## src/rtl/column_1_norm.sv

```systemverilog
// Signed Euclidean norm of matrix column 1: sign(a11)*sqrt(a11^2 + a21^2), bit-serial root.
// Optional build macro COLUMN_1_NORM_ROUND_EN selects round-to-nearest instead of floor.
module column_1_norm (
  input  logic        I_sys_clk,
  input  logic        I_sys_rstn,
  input  logic        I_column_1_norm_ena,
  input  logic        I_column_1_norm_start,
  input  logic [15:0] I_a11,
  input  logic [15:0] I_a21,
  output logic        O_busy,
  output logic        O_column_1_amp_valid,
  output logic [16:0] O_column_1_amp,
  output logic [15:0] O_a11,
  output logic [15:0] O_a21,
  output logic [1:0]  O_dbg_state
);

  // Handshake: start is accepted on an enabled edge while IDLE; O_column_1_amp_valid
  // is a single-cycle pulse on which O_column_1_amp/O_a11/O_a21 are all current.
  typedef enum logic [1:0] {
    S_IDLE   = 2'd0,
    S_SQUARE = 2'd1,
    S_ROOT   = 2'd2,
    S_DONE   = 2'd3
  } state_t;

  state_t      r_state;
  logic [15:0] r_abs11;
  logic [15:0] r_abs21;
  logic [31:0] r_s;
  logic [15:0] r_root;
  logic [19:0] r_rem;
  logic [3:0]  r_cnt;
  logic        r_busy;
  logic        r_valid;
  logic [16:0] r_amp;
  logic [15:0] r_a11;
  logic [15:0] r_a21;

  logic [15:0] w_abs11;
  logic [15:0] w_abs21;
  logic [31:0] w_sq;
  logic [19:0] w_rem_sh;
  logic [19:0] w_qterm;
  logic [19:0] w_rem_nxt;
  logic [16:0] w_mag;
  logic [16:0] w_amp;

  assign w_abs11 = I_a11[15] ? (~I_a11 + 16'd1) : I_a11;
  assign w_abs21 = I_a21[15] ? (~I_a21 + 16'd1) : I_a21;
  assign w_sq    = ({16'd0, r_abs11} * {16'd0, r_abs11}) + ({16'd0, r_abs21} * {16'd0, r_abs21});

  // Non-restoring step: subtract 4Q+1 on a non-negative remainder, add 4Q+3 on a negative one.
  assign w_rem_sh  = {r_rem[17:0], r_s[31:30]};
  assign w_qterm   = {2'b00, r_root, r_rem[19], 1'b1};
  assign w_rem_nxt = r_rem[19] ? (w_rem_sh + w_qterm) : (w_rem_sh - w_qterm);

`ifdef COLUMN_1_NORM_ROUND_EN
  logic [19:0] w_rem_fix;
  logic        w_round;
  // A negative final remainder is restored before comparing S - r^2 against r.
  assign w_rem_fix = r_rem[19] ? (r_rem + {3'b000, r_root, 1'b1}) : r_rem;
  assign w_round   = $signed(w_rem_fix) > $signed({4'b0000, r_root});
  assign w_mag     = {1'b0, r_root} + {16'd0, w_round};
`else
  assign w_mag     = {1'b0, r_root};
`endif

  assign w_amp = r_a11[15] ? (~w_mag + 17'd1) : w_mag;

  always_ff @(posedge I_sys_clk or negedge I_sys_rstn) begin
    if (!I_sys_rstn) begin
      r_state <= S_IDLE;
      r_abs11 <= '0;
      r_abs21 <= '0;
      r_s     <= '0;
      r_root  <= '0;
      r_rem   <= '0;
      r_cnt   <= '0;
      r_busy  <= 1'b0;
      r_valid <= 1'b0;
      r_amp   <= '0;
      r_a11   <= '0;
      r_a21   <= '0;
    end else begin
      // Valid is never stretched by a disabled cycle.
      r_valid <= 1'b0;
      if (I_column_1_norm_ena) begin
        case (r_state)
          S_IDLE: begin
            if (I_column_1_norm_start) begin
              r_a11   <= I_a11;
              r_a21   <= I_a21;
              r_abs11 <= w_abs11;
              r_abs21 <= w_abs21;
              r_busy  <= 1'b1;
              r_state <= S_SQUARE;
            end
          end
          S_SQUARE: begin
            r_s     <= w_sq;
            r_root  <= '0;
            r_rem   <= '0;
            r_cnt   <= '0;
            r_state <= S_ROOT;
          end
          S_ROOT: begin
            r_s    <= {r_s[29:0], 2'b00};
            r_rem  <= w_rem_nxt;
            r_root <= {r_root[14:0], ~w_rem_nxt[19]};
            r_cnt  <= r_cnt + 4'd1;
            if (r_cnt == 4'd15) begin
              r_state <= S_DONE;
            end
          end
          S_DONE: begin
            r_amp   <= w_amp;
            r_valid <= 1'b1;
            r_busy  <= 1'b0;
            r_state <= S_IDLE;
          end
          default: r_state <= S_IDLE;
        endcase
      end
    end
  end

  assign O_busy               = r_busy;
  assign O_column_1_amp_valid = r_valid;
  assign O_column_1_amp       = r_amp;
  assign O_a11                = r_a11;
  assign O_a21                = r_a21;
  assign O_dbg_state          = r_state;

endmodule

```

## config.mk

```make
export PLATFORM = sky130hd
export DESIGN_NAME = column_1_norm
export DESIGN_NICKNAME = d
export VERILOG_FILES = /design/src/rtl/column_1_norm.sv
export SDC_FILE = /design/constraint.sdc
export NUM_CORES = 1
export LEC_CHECK = 0
export ABC_AREA = 1
export BUFFER_PORTS_ARGS = -buffer_cell sky130_fd_sc_hd__buf_2
export CORE_ASPECT_RATIO = 0.75
export CORE_MARGIN = 8
export CORE_UTILIZATION = 55
export DETAILED_ROUTE_END_ITERATION = 6
export PLACE_DENSITY_LB_ADDON = 0.15
export SLEW_MARGIN = 15
export SYNTH_ARGS = -nofsm -noshare
export SYNTH_HDL_FRONTEND = slang
export SYNTH_SLANG_ARGS = --single-unit
```

## constraint.sdc

```tcl
create_clock -name I_sys_clk -period 6.3 [get_ports I_sys_clk]
set_clock_uncertainty 0.2 [all_clocks]
set_input_delay 0.63 -clock I_sys_clk [delete_from_list [all_inputs] [get_ports I_sys_clk]]
set_output_delay 0.63 -clock I_sys_clk [all_outputs]
set_load 0.01 [all_outputs]
```

==> results of run 1 <==
[path summary, 6_finish.rpt]
| path | from | end |
|---|---|---|
| worst max register to register | r_abs11[8]$_DFFE_PN0P_ | r_s[26]$_DFFE_PN0P_ |
| worst min-delay path | I_a21[4] | r_abs21[4]$_DFFE_PN0P_ |
| worst max-delay path | r_abs11[8]$_DFFE_PN0P_ | r_s[26]$_DFFE_PN0P_ |
| worst min register to register | O_a21[6]$_DFFE_PN0P_ | O_a21[6]$_DFFE_PN0P_ |
| min in group asynchronous | I_sys_rstn | r_cnt[2]$_DFFE_PN0P_ |
| max in group asynchronous | I_sys_rstn | r_abs21[1]$_DFFE_PN0P_ |
[per-layer routing]
layer	share of wire	GRT usage
met1	0.46	0.404
met2	0.43	0.405
met3	0.088	0.0706
met4	0.026	0.0799
met5	0	0
[sequential cells by signal, summed over array words and instances, names as in the netlist]
name and cells:
O_column_1_amp 17, O_busy 1, r_rem 19, r_cnt 4, O_dbg_state 2, O_a21 15
r_root 16, r_s 32, r_abs21 16, O_a11 15, r_abs11 16, O_column_1_amp_valid 1
[cell families after synthesis]
family / after synthesis
compound gates: 227
simple gates: 1032
flops: 154
xor+xnor: 55
fa+ha+maj: 602
buf+inv: 939
[layout make-up]
class,count,area [um2]
multi-input cells,1916,17700
clock inverters,13,123
flip-flops and latches,154,3880
diodes,1,2.50
clock buffers,19,443
inverters,833,3140
fillers,3631,14200
repair buffers,365,2850
well taps,578,723
[critical path: cells and delay by family (launching register included)]
family,cells,cell delay [ps]
XOR/XNOR,1,160
flip-flops,1,440
AND/OR/NAND/NOR,9,760
buffers and inverters,9,770
adder cells (fa/ha/maj),9,4100
[metrics by stage]
step	hold WS [ps]	util
2_1_floorplan	134	-
3_3_place_gp	261	0.610
3_5_place_dp	268	0.610
4_1_cts	173	0.652
5_1_grt	204	0.670
6_report	201	0.670
[timing repair]
action | in CTS | in global routing
gates resized for setup | 247 | 179
pin swaps | 125 | 111
endpoints found under the setup margin | 24 | 24
setup buffers | 43 | 22
hold buffers | 1 | 0
hold endpoints to repair | 52 | 0
[cells in the final DEF, fill, tap and decap left out, types with 6 or more instances in the layout]
cell type    n
a22oi_1     24
dfrtp_2     25
o21ai_1     12
nor3_1       6
nand2_4     31
nor2_2       6
buf_12      14
clkbuf_16   17
o211ai_1    15
nand4_1     20
xnor2_1     23
nor2_4      15
ha_4        25
nand3_1    102
a21oi_4      6
o22ai_1     15
xor2_1      27
inv_2       63
inv_1      763
o21ai_0     85
nand2_1    659
buf_2       87
buf_6       40
ha_1       192
nand3b_1     8
o21bai_1     6
dfrtp_1    129
fa_1       347
fa_2        36
buf_4      223
a21oi_1     40
nor2_1      83
nand2_2     68
a21oi_2      6
nand3_2     10
[synth_stat cells (24+ instances only)]
cell type and count:
inv_1 824, nand2_1 760, fa_1 383, ha_1 219
dfrtp_1 154, nand3_1 113, nor2_1 99, o21ai_0 90
clkbuf_1 72, a21oi_1 51, xor2_1 28, xnor2_1 27
a22oi_1 24, buf_2 24
==> metrics, run 1 <==
Die Y=196 um; Die Wd=256 um; num rows=66; final net count=3925; adder-cell share of the synthesized area=0.437; most frequent CP cell=fa_1; CP peak stage delay=560 ps; layout cells sized above 1=0.220; Worst-Skew Late Latency=470 ps; Max Freq=152 MHz; CTS tree=yes; Setup crit end kind=register; H-tree levels=4; register area share after synthesis=0.162; all-layer global routing usage=0.277; max-cap violations=0; detailed placement HPWL=56.4 mm; DR vias/cell=5.17; Syn-to-layout area delta=21.0%; violated checks=negative setup slack; flops & latches, synth=154; Post-synth EDFFs=0; post-route cell area=28800 um2; Final WS setup=-277 ps; Final min period=6580 ps; vias in the first global route=20379; largest family of logic cells by synthesized area=adder cells; Worst Path Required=6440 ps; Synth cell types=42; simple-gate share of the synthesized area=0.176; Mapped Cells=3009; Routed WL per cell=17.7 um; Tightest Pin Transition=1010 ps; TritonRoute pass-1 iters=6; Setup crit start kind=register; yosys warns=0; syn avg cell area=7.92 um2; Crit Path Category=reg2reg; gr ovfl total=0; RSZ-0062 raised after global routing=yes; largest net degree at the start of global routing=63; max_slew headroom=0.329; Fin. Hold Viols=0; Bufs on Longest Clock Path=2; dpl cells=3781; clock-pin slew on the worst setup and hold paths=80 ps; final WL=68.5 mm; crit-path max FO=4; # clock sinks=154; Crit-path slowest cell=fa_1; Final Setup Violations=22; global-route wire length before repair=110 mm; post-synth top area share=0.322; I/O Buffers=88; Synth Net Count=3647; core area=43000 um2; min-delay worst type=in2reg; placed cell area=26200 um2; I/O pin total=89; worst r2r path cells=28; via count=20052; part of the cycle the worst path needs=1.04; top cells by area, synth=fa_1 32%, dfrtp_1 16%, inv_1 13%; Main synth FF type=dfrtp_1; status=complete, but fails checks; Min-Delay Path Depth=2; CTS root buf=clkbuf_16; Slew Viols, Final=0; R2R setup slack=-280 ps; xor/xnor share of the synthesized area=0.0202; 1st-iter DRT viols=1624; post-place setup slack=-705 ps; Async SR Flop Fraction=1.00; Die Footprint=50300 um2; drt drc=0; post-synthesis mux area share=0; Post-DRT Antenna Nets=0; Layout Cells excl Fill=3879; Starting Density=0.554; leading area contributor after synthesis=fa_1; area fraction in compound gates after synthesis=0.0556; Post-Syn Area=23800 um2; Crit path arrival time=6720 ps; CTS Buf Count=17; gpl congestion=0.937; Final TNS setup=-3860 ps; antenna violations before repair=3
Power of run 1 is left out: the tool's default activity adds up to more than one toggle a clock period on the data nets, which glitch-free logic cannot reach.
==> run 2: changes to the inputs <==
--- a/config.mk
+++ b/config.mk
@@ -5,14 +5,15 @@
 export SDC_FILE = /design/constraint.sdc
 export NUM_CORES = 1
 export LEC_CHECK = 0
-export ABC_AREA = 1
 export BUFFER_PORTS_ARGS = -buffer_cell sky130_fd_sc_hd__buf_2
+export CELL_PAD_IN_SITES_DETAIL_PLACEMENT = 0
+export CELL_PAD_IN_SITES_GLOBAL_PLACEMENT = 2
 export CORE_ASPECT_RATIO = 0.75
 export CORE_MARGIN = 8
-export CORE_UTILIZATION = 55
+export CORE_UTILIZATION = 37
 export DETAILED_ROUTE_END_ITERATION = 6
 export PLACE_DENSITY_LB_ADDON = 0.15
-export SLEW_MARGIN = 15
+export SLEW_MARGIN = 10
 export SYNTH_ARGS = -nofsm -noshare
 export SYNTH_HDL_FRONTEND = slang
 export SYNTH_SLANG_ARGS = --single-unit
==> run 2 against run 1 <==
Against the previous run: the flow still finishes with violations (negative setup slack); global-route usage down 9.1 points; sequential cell count unchanged; routed wire length down 8.7%; utilization down 21 points; area after synthesis down 5.4%; die area up 37%; first-iteration DRC count down 53%; worst setup slack worse by 620 ps; critical path type unchanged; largest cell class unchanged.
==> metrics, run 2 <==
num rows=78 (+18%); post-synth top area share=0.340 (+0.0185); Crit path arrival time=7380 ps (+660 ps); largest reg by FF count=r_s; Tightest Pin Transition=1030 ps (+20.4 ps); top cells by area, synth=fa_1 34%, dfrtp_1 17%, ha_1 12%; Setup crit start kind=register; flops & latches, synth=154 (unchanged); Crit path buffers/inverters=4 (-5); Bufs on Longest Clock Path=2 (unchanged); largest family of logic cells by synthesized area=adder cells; Async SR Flop Fraction=1.00 (unchanged); I/O pin total=89 (unchanged); Mapped Cells=2447 (-19%); area fraction in compound gates after synthesis=0.0787 (+0.0231); adder-cell share of the synthesized area=0.462 (+0.0251); min-delay worst type=in2reg; Post-DRT Antenna Nets=0 (unchanged); simple-gate share of the synthesized area=0.131 (-0.0449); Die Footprint=69100 um2 (+37%); Main synth FF type=dfrtp_1; Syn-to-layout area delta=22.5%; TritonRoute pass-1 iters=5 (-1); yosys warns=0 (unchanged); max_slew headroom=0.316 (-0.0136); Die Y=230 um (+17%); Crit-path slowest cell=fa_2; Worst-Skew Late Latency=450 ps (-20 ps); core area=60300 um2 (+40%); Worst Path Required=6480 ps (+40 ps); post-place setup slack=-1180 ps (-472 ps); Fin. Hold Viols=0 (unchanged); CTS tree=yes; DR vias/cell=4.73 (-8.4%); Max Freq=139 MHz (-8.7%); critical path's top delay family=adder cells; H-tree levels=4 (unchanged); Die Wd=301 um (+17%); post-synthesis mux area share=0.00633 (+0.00633); Crit Path Category=reg2reg; worst hold margin=238 ps (+36.9 ps); max FFs per register=32 (unchanged); Slew Viols, Final=0 (unchanged); RSZ-0062 raised after global routing=yes; 1st-iter DRT viols=757 (-53%); most frequent cells in the layout=519 x inv_1, 348 x fa_1, 335 x nand2_1; xor/xnor share of the synthesized area=0.0432 (+0.0229); Final WS setup=-902 ps (-625 ps); commonest non-fill, non-tap cell in the layout=inv_1; layout cells sized above 1=0.233 (+0.0134); via count=17014 (-15%); all-layer global routing usage=0.186 (-0.0909); largest net degree at the start of global routing=101 (+60%); vias in the first global route=18448 (-9.5%); Final TNS setup=-15730 ps (-11870 ps); CTS Buf Count=17 (unchanged); detailed placement HPWL=53.3 mm (-5.4%); drt drc=0 (unchanged); Final min period=7200 ps (+625 ps); Routed WL per cell=17.4 um (-1.5%); Synth cell types=60 (+43%); Setup crit end kind=register; top cells by count, synth=539 x inv_1, 383 x fa_1, 354 x nand2_1, 219 x ha_1, 154 x dfrtp_1; CP peak stage delay=570 ps (about the same); syn avg cell area=9.21 um2 (+16%); leading area contributor after synthesis=fa_1; Final Setup Violations=24 (+9.1%); CTS root buf=clkbuf_16; max-cap violations=0 (unchanged); Filler Cell Count=5937 (+64%); # clock sinks=154 (unchanged); Synth Net Count=3085 (-15%); clock-pin slew on the worst setup and hold paths=80 ps (about the same); most numerous cell in the Yosys netlist=inv_1; final WL=62.5 mm (-8.7%); crit-path max FO=5 (+1); gr ovfl total=0 (unchanged); Post-synth EDFFs=0 (unchanged); gpl congestion=0.879 (-6.2%); worst path cell trace=buf_12 -> buf_8 -> and2_4 -> fa_1 -> fa_2 -> inv_2 -> fa_1 -> fa_1 -> inv_1 -> fa_1 -> fa_2 -> fa_2 -> fa_2 -> ha_4 -> and3_4 -> o21ai_2 -> o21ai_4 -> o21ai_4 -> a31oi_4 -> a211o_1 -> a21oi_2 -> or4_1 -> nand3_1; register area share after synthesis=0.171 (+0.00929); Starting Density=0.373 (-0.180); part of the cycle the worst path needs=1.14 (+0.0992); I/O Buffers=88 (unchanged); antenna violations before repair=1 (-2); Post-Syn Area=22500 um2 (-5.4%); global-route wire length before repair=102 mm (-7.1%); status=complete, but fails checks; final net count=3419 (-13%); violated checks=negative setup slack
## run 2: cell count changes after synthesis, sizes merged, moves of 20 or more
| cell | before | now |
|---|---|---|
| a21o | 3 | 26 |
| nand2 | 761 | 354 |
| o31ai | 1 | 21 |
| xor2 | 28 | 55 |
| xnor2 | 27 | 56 |
| nor2 | 104 | 66 |
| a22oi | 24 | 0 |
| inv | 830 | 540 |
| nand3 | 116 | 36 |
| and2 | 2 | 115 |
| buf | 34 | 12 |
## run 2: layer usage
layer  global-route usage  part of all wire  up-vias
li1                     -                 -     8127
met1                0.268              0.48     8545
met2                0.290              0.46      273
met3               0.0357             0.042       67
met4               0.0396             0.019        2
met5                    0           0.00019        -
## run 2: through the flow
stage / cells / util / area, um2
5_1_grt: 3594 / 0.457 / 27600
2_1_floorplan: 2447 / - / 22900
3_5_place_dp: 3508 / 0.428 / 25800
4_1_cts: 3554 / 0.443 / 26700
6_report: 3595 / 0.458 / 27600
3_3_place_gp: 3508 / 0.428 / 25800
## run 2: worst min-delay path: cells and delay by family
family	cells	cell delay [ps]
buffers and inverters	1	130
AND/OR/NAND/NOR	2	100
## run 2: path summary, 6_finish.rpt
| check | startpoint | endpoint | slack, ps | cells past startpoint |
|---|---|---|---|---|
| min in group asynchronous | I_sys_rstn | O_column_1_amp[13]$_DFFE_PN0P_ | 520 | 2 |
| setup / recovery | r_abs11[6]$_DFFE_PN0P_ | r_s[27]$_DFFE_PN0P_ | -900 | 23 |
| hold / removal | I_a11[13] | O_a11[13]$_DFFE_PN0P_ | 240 | 3 |
| hold reg to reg | O_a11[12]$_DFFE_PN0P_ | O_a11[12]$_DFFE_PN0P_ | 280 | 2 |
| setup reg to reg | r_abs11[6]$_DFFE_PN0P_ | r_s[27]$_DFFE_PN0P_ | -900 | 23 |
| max in group asynchronous | I_sys_rstn | r_rem[19]$_DFFE_PN0P_ | 4110 | 3 |
## run 2: area by class of cell
class | count | area [um2] | area share
antenna | 1 | 2.50 | 0.0000907
tap | 800 | 1000 | 0.0363
sequential | 154 | 3890 | 0.141
inverter | 540 | 2040 | 0.0738
clock inverter | 13 | 128 | 0.00462
timing repair buffer | 409 | 3090 | 0.112
clock buffer | 19 | 443 | 0.0161
multi-input combinational | 1659 | 17000 | 0.616
## run 2: cell families (layout without fill, tap and decap cells)
group	after synthesis	count (layout)
simple gates	645	645
fa+ha+maj	602	602
flops	154	154
other cells	0	1
mux	14	14
compound gates	287	287
buf+inv	634	981
xor+xnor	111	111
## run 2: timing repair
| action | 4_1_cts | 5_1_grt |
|---|---|---|
| resized for setup | 73 | 142 |
| hold endpoints to repair | 26 | 0 |
| hold buffers | 1 | 0 |
| pin swaps | 48 | 136 |
| setup buffers | 13 | 40 |
| setup endpoints to repair | 25 | 24 |
| cloned | 0 | 0 |
Power of run 2 is left out for the same reason.
==> run 3: changes to the inputs <==
--- a/config.mk
+++ b/config.mk
@@ -10,7 +10,7 @@
 export CELL_PAD_IN_SITES_GLOBAL_PLACEMENT = 2
 export CORE_ASPECT_RATIO = 0.75
 export CORE_MARGIN = 8
-export CORE_UTILIZATION = 37
+export CORE_UTILIZATION = 45
 export DETAILED_ROUTE_END_ITERATION = 6
 export PLACE_DENSITY_LB_ADDON = 0.15
 export SLEW_MARGIN = 10
==> constraint.sdc (replaced) <==
create_clock -name I_sys_clk -period 8.6 [get_ports I_sys_clk]
set_clock_uncertainty 0.2 [all_clocks]
set_input_delay 0.86 -clock I_sys_clk [delete_from_list [all_inputs] [get_ports I_sys_clk]]
set_output_delay 0.86 -clock I_sys_clk [all_outputs]
set_load 0.01 [all_outputs]
==> run 3 against run 2 <==
Against the previous run: the flow now finishes without violations; global-route usage rose by 2.6 points; first-iteration DRC count rose by 41%; cell count fell by 12%; critical endpoint is now r_s[30]$_DFFE_PN0P_; largest cell class unchanged; highest routed layer is now met4.
==> metrics, run 3 (synthesis gave the netlist of run 2 again) <==
status=finished clean; Die Y=210 um (-8.7%); Fin. Hold Viols=0 (unchanged); CTS tree=yes; Slew Viols, Final=0 (unchanged); core area=49800 um2 (-17%); via count=16003 (-5.9%); # clock sinks=154 (unchanged); Worst Path Required=8730 ps (+2250 ps); commonest non-fill, non-tap cell in the layout=inv_1; Post-DRT Antenna Nets=0 (unchanged); Max Freq=126 MHz (-9.1%); Final WS setup=679 ps (+1580 ps); hold_buf cts=0 (-1); Crit Path Category=reg2reg; post-CTS resize count=0 (-100%); all-layer global routing usage=0.212 (+0.0260); max-cap violations=0 (unchanged); I/O pin total=89 (unchanged); gpl congestion=0.880 (+0.19%); Final Setup Violations=0 (-100%); DR vias/cell=5.06 (+6.9%); min-delay worst type=reg2reg; clock-pin slew on the worst setup and hold paths=80 ps (about the same); crit-path max FO=18 (+13); Die Footprint=57500 um2 (-17%); vias in the first global route=17039 (-7.6%); max_slew headroom=0.334 (+0.0185); largest reg by FF count=r_s; Starting Density=0.452 (+0.0785); worst r2r path cells=21 (-8.7%); RSZ-0062 raised after global routing=no; Syn-to-layout area delta=7.84%; H-tree levels=4 (unchanged); Setup crit end kind=register; Filler Cell Count=4817 (-19%); max FFs per register=32 (unchanged); Setup crit start kind=register; Final min period=7920 ps (+719 ps); final net count=3130 (-8.5%); 1st-iter DRT viols=1071 (+41%); post-place setup slack=693 ps (+1870 ps); antenna violations before repair=2 (+1); Crit path arrival time=8050 ps (+670 ps); drt drc=0 (unchanged); Ant. Diodes=0 (-1); CTS Buf Count=17 (unchanged); layout cells sized above 1=0.0707 (-0.163); Post-CTS Setup Repair Bufs=0 (-13); Final TNS setup=0 ps (+15730 ps); final WL=58.0 mm (-7.3%); Die Wd=274 um (-8.8%); gr ovfl total=0 (unchanged); global-route wire length before repair=95.2 mm (-6.6%); Min-Delay Path Depth=2 (-1); detailed placement HPWL=48.4 mm (-9.2%); Tightest Pin Transition=999 ps (-27.8 ps); largest net degree at the start of global routing=94 (-6.9%); Routed WL per cell=18.3 um (+5.4%); most frequent cells in the layout=539 x inv_1, 383 x fa_1, 353 x nand2_1; fin util=0.487 (+0.0299); Bufs on Longest Clock Path=2 (unchanged); TritonRoute pass-1 iters=5 (unchanged); part of the cycle the worst path needs=0.921 (-0.222); CTS root buf=clkbuf_16; Worst-Skew Late Latency=470 ps (+20 ps); num rows=71 (-9.0%); I/O Buffers=88 (unchanged)
## run 3: worst paths after layout
kind | to | slack (ps) | startpoint
max | r_s[30]$_DFFE_PN0P_ | 680 | r_abs21[6]$_DFFE_PN0P_
min | O_a21[9]$_DFFE_PN0P_ | 280 | O_a21[9]$_DFFE_PN0P_
max reg2reg | r_s[30]$_DFFE_PN0P_ | 680 | r_abs21[6]$_DFFE_PN0P_
min reg2reg | O_a21[9]$_DFFE_PN0P_ | 280 | O_a21[9]$_DFFE_PN0P_
max in group asynchronous | r_s[19]$_DFFE_PN0P_ | 6430 | I_sys_rstn
min in group asynchronous | O_column_1_amp[13]$_DFFE_PN0P_ | 320 | I_sys_rstn
## run 3: area by class of cell
class | instances | area (um2) | share of cell area
Multi-Input combinational cell | 1659 | 16300 | 0.670
Sequential cell | 154 | 3850 | 0.159
Inverter | 540 | 2030 | 0.0834
Tap cell | 657 | 822 | 0.0338
Timing Repair Buffer | 120 | 687 | 0.0283
Clock buffer | 17 | 425 | 0.0175
Clock inverter | 15 | 211 | 0.00870
## run 3: critical path: stages, from the launching register on
cell,delay [ps]
dfrtp_1,810
nand2_1,260
fa_1,570
inv_1,60
fa_1,510
inv_1,60
fa_1,530
inv_1,50
fa_1,450
fa_1,520
fa_1,430
fa_1,510
fa_1,450
ha_1,370
and3_1,200
a221oi_1,380
o21bai_1,150
a21oi_1,420
o21ai_0,300
o21bai_1,230
xor2_1,190
o221ai_1,120
## run 3: per-stage QoR
stage	instance area, um2	instances	hold WS [ps]
after floorplan	22500	2447	242
after global placement	23700	3130	255
after detailed placement	23700	3130	256
after CTS	24300	3162	284
after global routing	24300	3162	302
final	24300	3162	282
## run 3: routing by layer
| layer | vias up | global-route usage | routed length (um) |
|---|---|---|---|
| met5 | - | 0 | 0 |
| met4 | 0 | 0.0359 | 605 |
| met3 | 31 | 0.0303 | 2430 |
| met1 | 8107 | 0.316 | 28500 |
| li1 | 7566 | - | - |
| met2 | 299 | 0.331 | 26400 |
Power of run 3 is left out for the same reason.
